File: src/rtl/enigma_pkg.sv
// enigma_pkg: shared types, ASCII constants and the letter-to-ASCII
// translation used by the Enigma UART output stage.
package enigma_pkg;

   localparam int         ALPHABET_SIZE = 26;
   localparam logic [7:0] ASCII_A       = 8'h41;
   localparam logic [7:0] ASCII_SPACE   = 8'h20;
   localparam logic [7:0] ASCII_UNKNOWN = 8'h3F;

   typedef logic [4:0] letter_t;

   typedef enum logic [1:0] {
      IDLE  = 2'd0,
      START = 2'd1,
      DATA  = 2'd2,
      STOP  = 2'd3
   } tx_state_t;

   // Letter index 0..25 maps to 'A'..'Z'; anything else is sent as '?'.
   function automatic logic [7:0] letter_to_ascii(input letter_t idx);
      logic [7:0] v_byte;
      if ({3'b000, idx} < 8'(ALPHABET_SIZE)) begin
         v_byte = ASCII_A + {3'b000, idx};
      end else begin
         v_byte = ASCII_UNKNOWN;
      end
      return v_byte;
   endfunction

endpackage

File: src/rtl/enigma_uart_tx_if.sv
// enigma_uart_tx_if: letter stream in, UART line and status out.
// master = cipher core / test driver side, slave = enigma_uart_tx.
interface enigma_uart_tx_if import enigma_pkg::*; #(
   parameter int FIFO_DEPTH = 16
) ();

   localparam int CW = $clog2(FIFO_DEPTH + 1);

   logic          valid_in;
   letter_t       char_in;
   logic          clr_overflow;
   logic          tx;
   logic          busy;
   logic [CW-1:0] fifo_count;
   logic          overflow;

   modport master (
      output valid_in, char_in, clr_overflow,
      input  tx, busy, fifo_count, overflow
   );

   modport slave (
      input  valid_in, char_in, clr_overflow,
      output tx, busy, fifo_count, overflow
   );

endinterface

File: src/rtl/enigma_char_fifo.sv
// enigma_char_fifo: first-word-fall-through letter FIFO. Push is refused
// when full and pop is refused when empty, both judged on the registered
// count, so a full FIFO never accepts a write even if it pops that cycle.
module enigma_char_fifo import enigma_pkg::*; #(
   parameter  int FIFO_DEPTH = 16,
   localparam int AW = $clog2(FIFO_DEPTH),
   localparam int CW = $clog2(FIFO_DEPTH + 1)
) (
   input  logic          clk,
   input  logic          rst,
   input  logic          i_push,
   input  letter_t       i_din,
   input  logic          i_pop,
   output letter_t       o_dout,
   output logic [CW-1:0] o_count,
   output logic          o_full,
   output logic          o_empty
);

   letter_t       r_mem [FIFO_DEPTH];
   logic [AW-1:0] r_wr_ptr;
   logic [AW-1:0] r_rd_ptr;
   logic [CW-1:0] r_count;
   logic          w_push;
   logic          w_pop;

   assign o_full  = (r_count == CW'(FIFO_DEPTH));
   assign o_empty = (r_count == {CW{1'b0}});
   assign w_push  = i_push & ~o_full;
   assign w_pop   = i_pop & ~o_empty;
   assign o_dout  = r_mem[r_rd_ptr];
   assign o_count = r_count;

   // Storage write; contents need no reset because the count guards reads.
   always_ff @(posedge clk) begin
      if (w_push) begin
         r_mem[r_wr_ptr] <= i_din;
      end
   end

   // Pointers wrap naturally at the power-of-two depth; count tracks occupancy.
   always_ff @(posedge clk) begin
      if (rst) begin
         r_wr_ptr <= {AW{1'b0}};
         r_rd_ptr <= {AW{1'b0}};
         r_count  <= {CW{1'b0}};
      end else begin
         if (w_push) begin
            r_wr_ptr <= r_wr_ptr + AW'(1);
         end
         if (w_pop) begin
            r_rd_ptr <= r_rd_ptr + AW'(1);
         end
         case ({w_push, w_pop})
            2'b10:   r_count <= r_count + CW'(1);
            2'b01:   r_count <= r_count - CW'(1);
            default: r_count <= r_count;
         endcase
      end
   end

endmodule

File: src/rtl/enigma_uart_tx.sv
// enigma_uart_tx: buffers cipher letters, translates them to ASCII and
// sends them as UART 8N1. Define ENIGMA_TX_GROUP_EN to insert a space
// before every sixth letter (classic five-letter groups, no trailing space).
// The line and busy flag are registered from the current FSM state, so the
// serial frame trails the state by one cycle.
module enigma_uart_tx import enigma_pkg::*; #(
   parameter int CLKS_PER_BIT = 868,
   parameter int FIFO_DEPTH   = 16
) (
   input logic             clk,
   input logic             rst,
   enigma_uart_tx_if.slave bus
);

   localparam int          CW        = $clog2(FIFO_DEPTH + 1);
   localparam logic [15:0] BAUD_LAST = 16'(CLKS_PER_BIT - 1);

   tx_state_t     r_state;
   tx_state_t     w_state_nxt;
   logic [15:0]   r_baud_cnt;
   logic [15:0]   w_baud_nxt;
   logic [2:0]    r_bit_cnt;
   logic [2:0]    w_bit_nxt;
   logic [7:0]    r_shift;
   logic [7:0]    w_shift_nxt;
   logic          r_tx;
   logic          w_tx_nxt;
   logic          r_busy;
   logic          r_overflow;
   letter_t       w_fifo_dout;
   logic [CW-1:0] w_fifo_count;
   logic          w_fifo_full;
   logic          w_fifo_empty;
   logic          w_baud_done;
   logic          w_start;
   logic          w_pop;
   logic          w_load_space;
   logic          w_send_space;

   enigma_char_fifo #(
      .FIFO_DEPTH (FIFO_DEPTH)
   ) u_fifo (
      .clk     (clk),
      .rst     (rst),
      .i_push  (bus.valid_in),
      .i_din   (bus.char_in),
      .i_pop   (w_pop),
      .o_dout  (w_fifo_dout),
      .o_count (w_fifo_count),
      .o_full  (w_fifo_full),
      .o_empty (w_fifo_empty)
   );

   assign w_baud_done = (r_baud_cnt == BAUD_LAST);

`ifdef ENIGMA_TX_GROUP_EN
   logic [2:0] r_grp_cnt;

   assign w_send_space = (r_grp_cnt == 3'd5);

   // Count letters sent since the last space; a space frame restarts the group.
   always_ff @(posedge clk) begin
      if (rst) begin
         r_grp_cnt <= 3'd0;
      end else if (w_load_space) begin
         r_grp_cnt <= 3'd0;
      end else if (w_pop) begin
         r_grp_cnt <= r_grp_cnt + 3'd1;
      end else begin
         r_grp_cnt <= r_grp_cnt;
      end
   end
`else
   assign w_send_space = 1'b0;
`endif

   // Next-state, counters, shift register and next line level.
   always_comb begin
      w_state_nxt  = r_state;
      w_baud_nxt   = r_baud_cnt;
      w_bit_nxt    = r_bit_cnt;
      w_shift_nxt  = r_shift;
      w_tx_nxt     = 1'b1;
      w_start      = 1'b0;
      w_pop        = 1'b0;
      w_load_space = 1'b0;
      case (r_state)
         IDLE: begin
            w_tx_nxt   = 1'b1;
            w_baud_nxt = 16'd0;
            w_bit_nxt  = 3'd0;
            w_start    = ~w_fifo_empty;
         end
         START: begin
            w_tx_nxt = 1'b0;
            if (w_baud_done) begin
               w_baud_nxt  = 16'd0;
               w_bit_nxt   = 3'd0;
               w_state_nxt = DATA;
            end else begin
               w_baud_nxt = r_baud_cnt + 16'd1;
            end
         end
         DATA: begin
            w_tx_nxt = r_shift[0];
            if (w_baud_done) begin
               w_baud_nxt  = 16'd0;
               w_shift_nxt = {1'b0, r_shift[7:1]};
               w_bit_nxt   = r_bit_cnt + 3'd1;
               if (r_bit_cnt == 3'd7) begin
                  w_state_nxt = STOP;
               end else begin
                  w_state_nxt = DATA;
               end
            end else begin
               w_baud_nxt = r_baud_cnt + 16'd1;
            end
         end
         STOP: begin
            w_tx_nxt = 1'b1;
            if (w_baud_done) begin
               w_baud_nxt  = 16'd0;
               w_start     = ~w_fifo_empty;
               w_state_nxt = IDLE;
            end else begin
               w_baud_nxt = r_baud_cnt + 16'd1;
            end
         end
         default: begin
            w_state_nxt = IDLE;
            w_tx_nxt    = 1'b1;
         end
      endcase
      // Frame load: a pending space takes priority and leaves the FIFO alone.
      if (w_start) begin
         w_state_nxt = START;
         w_baud_nxt  = 16'd0;
         w_bit_nxt   = 3'd0;
         if (w_send_space) begin
            w_shift_nxt  = ASCII_SPACE;
            w_load_space = 1'b1;
         end else begin
            w_shift_nxt = letter_to_ascii(w_fifo_dout);
            w_pop       = 1'b1;
         end
      end else begin
         w_pop = 1'b0;
      end
   end

   // FSM state, counters and the registered line/busy outputs.
   always_ff @(posedge clk) begin
      if (rst) begin
         r_state    <= IDLE;
         r_baud_cnt <= 16'd0;
         r_bit_cnt  <= 3'd0;
         r_shift    <= 8'h00;
         r_tx       <= 1'b1;
         r_busy     <= 1'b0;
      end else begin
         r_state    <= w_state_nxt;
         r_baud_cnt <= w_baud_nxt;
         r_bit_cnt  <= w_bit_nxt;
         r_shift    <= w_shift_nxt;
         r_tx       <= w_tx_nxt;
         r_busy     <= (r_state != IDLE);
      end
   end

   // Sticky drop flag; a drop in the same cycle as a clear keeps it set.
   always_ff @(posedge clk) begin
      if (rst) begin
         r_overflow <= 1'b0;
      end else if (bus.valid_in && w_fifo_full) begin
         r_overflow <= 1'b1;
      end else if (bus.clr_overflow) begin
         r_overflow <= 1'b0;
      end else begin
         r_overflow <= r_overflow;
      end
   end

   assign bus.tx         = r_tx;
   assign bus.busy       = r_busy;
   assign bus.fifo_count = w_fifo_count;
   assign bus.overflow   = r_overflow;

endmodule

File: src/flat_wrapper.sv
// flat-port wrapper written by rule: the top's interface ports become plain ports
module enigma_uart_tx_flat import enigma_pkg::*;
#(
   parameter int CLKS_PER_BIT = 868,
   parameter int FIFO_DEPTH   = 16
)
  (clk, rst, bus_valid_in, bus_char_in, bus_clr_overflow, bus_tx, bus_busy, bus_fifo_count, bus_overflow);
  enigma_uart_tx_if #(.FIFO_DEPTH(FIFO_DEPTH)) bus_i ();
  input logic clk;
  input logic rst;
  input wire logic [$bits(bus_i.valid_in)-1:0] bus_valid_in;
  input wire logic [$bits(bus_i.char_in)-1:0] bus_char_in;
  input wire logic [$bits(bus_i.clr_overflow)-1:0] bus_clr_overflow;
  output wire logic [$bits(bus_i.tx)-1:0] bus_tx;
  output wire logic [$bits(bus_i.busy)-1:0] bus_busy;
  output wire logic [$bits(bus_i.fifo_count)-1:0] bus_fifo_count;
  output wire logic [$bits(bus_i.overflow)-1:0] bus_overflow;
  assign bus_i.valid_in = bus_valid_in;
  assign bus_i.char_in = bus_char_in;
  assign bus_i.clr_overflow = bus_clr_overflow;
  assign bus_tx = bus_i.tx;
  assign bus_busy = bus_i.busy;
  assign bus_fifo_count = bus_i.fifo_count;
  assign bus_overflow = bus_i.overflow;
  enigma_uart_tx #(.CLKS_PER_BIT(CLKS_PER_BIT), .FIFO_DEPTH(FIFO_DEPTH)) u_core (.clk(clk), .rst(rst), .bus(bus_i));
endmodule
File: config.mk
export PLATFORM = sky130hd
export DESIGN_NAME = enigma_uart_tx_flat
export DESIGN_NICKNAME = d
export VERILOG_FILES = /design/src/rtl/enigma_pkg.sv /design/src/rtl/enigma_uart_tx_if.sv /design/src/rtl/enigma_char_fifo.sv /design/src/rtl/enigma_uart_tx.sv /design/src/flat_wrapper.sv
export SDC_FILE = /design/constraint.sdc
export NUM_CORES = 1
export LEC_CHECK = 0
export CELL_PAD_IN_SITES_DETAIL_PLACEMENT = 1
export CELL_PAD_IN_SITES_GLOBAL_PLACEMENT = 2
export CORE_MARGIN = 8
export CORE_UTILIZATION = 39
export CTS_BUF_LIST = sky130_fd_sc_hd__clkbuf_8 sky130_fd_sc_hd__clkbuf_16
export CTS_CLUSTER_SIZE = 10
export DETAILED_ROUTE_END_ITERATION = 7
export PLACE_DENSITY = 0.73
export SETUP_SLACK_MARGIN = 0.5
export SLEW_MARGIN = 20
export SYNTH_ARGS = -nofsm -noshare
export SYNTH_HDL_FRONTEND = slang
export SYNTH_SLANG_ARGS = --single-unit
File: constraint.sdc
create_clock -name clk -period 3.6 [get_ports clk]
set_clock_uncertainty 0.1 [all_clocks]
set_input_delay 0.72 -clock clk [delete_from_list [all_inputs] [get_ports clk]]
set_output_delay 0.72 -clock clk [all_outputs]
set_load 0.01 [all_outputs]
==> flow_summary.yaml <==
floorplanning:
  ios: 17
  die_area_sq_mm: 0.01835
  die_w_um: 135.4
  die_h_um: 135.4
  start_util_pct: 39.93
  rows: 43
  core_area_sq_mm: 0.01393
worst_setup_path:
  start_kind: "flop"
  rr_worst_depth: 13
  r2r_end: "u_core.u_fifo.o_count[4]"
  timing.rr.start: "u_core.r_baud_cnt[0]"
  path_class: "reg -> reg"
  r2r_slack_ns: 0.42
  worstSetupEndpointType: "flop"
  critPathArrivalTime_ns: 3.41
  cp.required_ns: 3.84
  path_max_fanout: 3
  crit_start: "u_core.r_baud_cnt[0]"
  cp-endpoint: "u_core.u_fifo.o_count[4]"
hold_path:
  hold_class: "reg -> reg"
sta:
  report.final.slew_viol_count: 0
  worst_pin_slew_ns: 0.7430
  min_period_over_period_pct: 88.20
  grt_setup_unrepaired: "true"
  max_slew_margin_pct: 50.33
  tns_ns: 0
  finalHoldViolCount: 0
  worst_slack_ns: 0.4247
  finalSetupViolCount: 0
  max_freq_ghz: 0.3149
  min_period_ns: 3.175
yosys:
  synthCells: 428
  synth_top_area_share_pct: 43.18
  synth-seq-cells: 128
  synth-async-reset-ratio_pct: 0
  synth.area.top_cells: "edfxtp_1, dfxtp_1, mux4_2, ha_1, nor2_1"
  avgSynthCellArea_sq_um: 13.00
  yosys_warnings: 0
  ys_types: 55
  synth_edf_count: 80
  synth-seq-area-share_pct: 60.45
  syn_nets: 456
  synthesis.area_sq_mm: 0.005564
  synth_flop_cell: "edfxtp_1"
  yosysTopAreaCell: "edfxtp_1"
global_routing:
  grt.overflow.total: 0
  grt_pass1_vias: 3767
  grt_pass1_wl_mm: 19.83
  grtUsageTotal_pct: 14.18
  antenna_found_initial: 0
  grt_max_degree: 26
drt:
  wl_per_cell_um: 18.15
  dr.pass1.iters: 5
  vias: 3520
  drc: 0
  dr.first_iter.drc_count: 243
  vias_per_cell: 5.285
  wl_mm: 12.09
  detail-route-antenna-nets: 0
clock_network:
  cts_buffers: 17
  numClockSinks: 128
  cts.clk_slew.worst_paths_ns: 0.06
  root_buffer: "clkbuf_16"
  tritoncts: "done"
  holdBufCountCts: 0
  clockBufferDepth: 2
  insertion_delay_ns: 0.42
  htreeDepth: 4
pwr:
  leakagePower_nw: 2.340
  ir_drop_mv: 0.3948
  internal_power_mw: 3.133
  p_seq_share_pct: 38.6
  p_switching_mw: 1.359
  p_clk_share_pct: 35.9
  comb_power_share_pct: 25.6
  swShare_pct: 30.25
  p_per_area_mw_per_mm2: 670.6
placed_design:
  io_buffers: 16
  pre_cts_ws_ns: 0.2171
  dpl.hpwl_mm: 8.218
  gp_congestion: 0.7386
  place_area_sq_mm: 0.006045
layout:
  antennaDiodeCount: 0
  post-route-util_pct: 48.07
  drive_gt1_share_pct: 19.34
  area_delta_synth_final_pct: 20.37
  num-fill-cells: 1431
  final_nets: 501
  final_area_sq_mm: 0.006698
flow_run:
  drv_cap: 0
run_status:
  outcome: "finished, final reports clean"
cell type report:
type,count,area [sq um],area share [%]
sequential,128,3377,50.42
multi-input combinational,273,2126,31.74
clock buffer,17,425.4,6.352
timing repair buffer,42,355.3,5.305
tap,180,225.2,3.363
clock inverter,15,135.1,2.018
inverter,11,53.80,0.8033
routing by layer:
layer / GRT usage, % / vias up / wire (um)
met2: 22.28 / 36 / 5859
met3: 3.524 / 15 / 351
met5: 0 / - / 0
met1: 18.52 / 1776 / 5741
met4: 5.367 / 0 / 136
li1: - / 1693 / -
worst min-delay path by stage:
stage          cells after the start           endpoint  slack [ns]              start
2_1_floorplan                      2  u_core.r_shift[1]        0.33  u_core.r_shift[1]
3_3_place_gp                       2  u_core.r_shift[2]        0.34  u_core.r_shift[2]
3_5_place_dp                       2  u_core.r_shift[0]        0.35  u_core.r_shift[0]
4_1_cts                            2  u_core.r_shift[0]        0.36  u_core.r_shift[0]
5_1_grt                            2  u_core.r_shift[1]        0.40  u_core.r_shift[1]
6_report                           2  u_core.r_shift[0]        0.36  u_core.r_shift[0]
layout by cell type (no fill, tap or decap), drive strengths merged, types with 7 or more instances in the layout:
cell / netlist / routed
dfxtp: 48 / 48
a21oi: 18 / 18
ha: 19 / 19
mux4: 20 / 20
nand3: 20 / 20
clkinv: 1 / 7
nand2: 28 / 28
o21ai: 8 / 8
clkbuf: 13 / 17
edfxtp: 80 / 80
buf: 3 / 26
clkdlybuf4s50: 0 / 16
xor2: 17 / 17
nor2: 54 / 54
inv: 10 / 17
a22oi: 10 / 10
sequential cells by signal, summed over array words and instances, names as in the netlist, named ones only:
name and cells:
u_core.bus.tx 1, u_core.r_baud_cnt 16, u_core.u_fifo.o_count 5, u_core.u_fifo.r_mem 80, u_core.r_bit_cnt 3, u_core.r_shift 7, u_core.u_fifo.r_rd_ptr 4, u_core.u_fifo.r_wr_ptr 4
u_core.bus.overflow 1, u_core.bus.busy 1, u_core.r_state 2
kinds of logic after synthesis:
| family | share of synthesized area [%] |
|---|---|
| AND/OR/NAND/NOR | 13.07 |
| flip-flops | 60.45 |
| AO/OA/AOI/OAI | 7.668 |
| buffers and inverters | 2.091 |
| multiplexers | 8.837 |
| XOR/XNOR | 3.620 |
| adder cells (fa/ha/maj) | 4.273 |
synth_stat cells, drive strengths merged, types with 2 or more instances:
master,number
mux2i,3
nor2b,6
nor4,2
xnor2,6
or3,4
buf,3
o21ai,8
a21oi,18
edfxtp,80
nor3b,2
a211oi,3
a221oi,2
a22oi,10
a311oi,4
ha,19
and3,3
xor2,17
and4,2
nand4,4
nand2b,5
inv,10
or4,3
clkbuf,13
nor2,54
o31ai,2
dfxtp,48
nand2,28
nand3,20
a21o,4
nor3,6
mux4,20
worst max-delay path, stage by stage, from the launching register on:
cell	delay, ns
dfxtp_4	0.36
ha_4	0.13
or4bb_4	0.45
or4_4	0.46
a21o_4	0.25
clkinv_8	0.05
ha_4	0.12
xor2_1	0.06
ha_2	0.20
a21o_1	0.17
a21oi_2	0.14
a221oi_2	0.07
or4_1	0.43
o2111ai_1	0.09
per-stage QoR:
stage | hold slack [ns] | power, mW | cells
after floorplan | 0.3299 | 2.517 | 428
after global placement | 0.3405 | 2.859 | 624
after detailed placement | 0.3500 | 2.881 | 624
after CTS | 0.3555 | 4.542 | 665
after global routing | 0.4005 | 4.736 | 666
final | 0.3590 | 4.491 | 666
power by group through the flow:
stage                     Clock [mW]  Sequential (mW)  Combinational, mW
after floorplan                    0             1.77              0.750
after global placement             0             1.76               1.10
after detailed placement           0             1.76               1.12
after CTS                       1.65             1.73               1.16
after global routing            1.71             1.74               1.28
final                           1.61             1.73               1.15
repair_timing:
action | 4_1_cts | 5_1_grt
pin swaps | 6 | 1
endpoints found under the hold margin | 0 | 0
gates resized for setup | 6 | 1
setup buffers | 9 | 1
setup endpoints to repair | 3 | 3
Power figures use the tool's default switching activity.
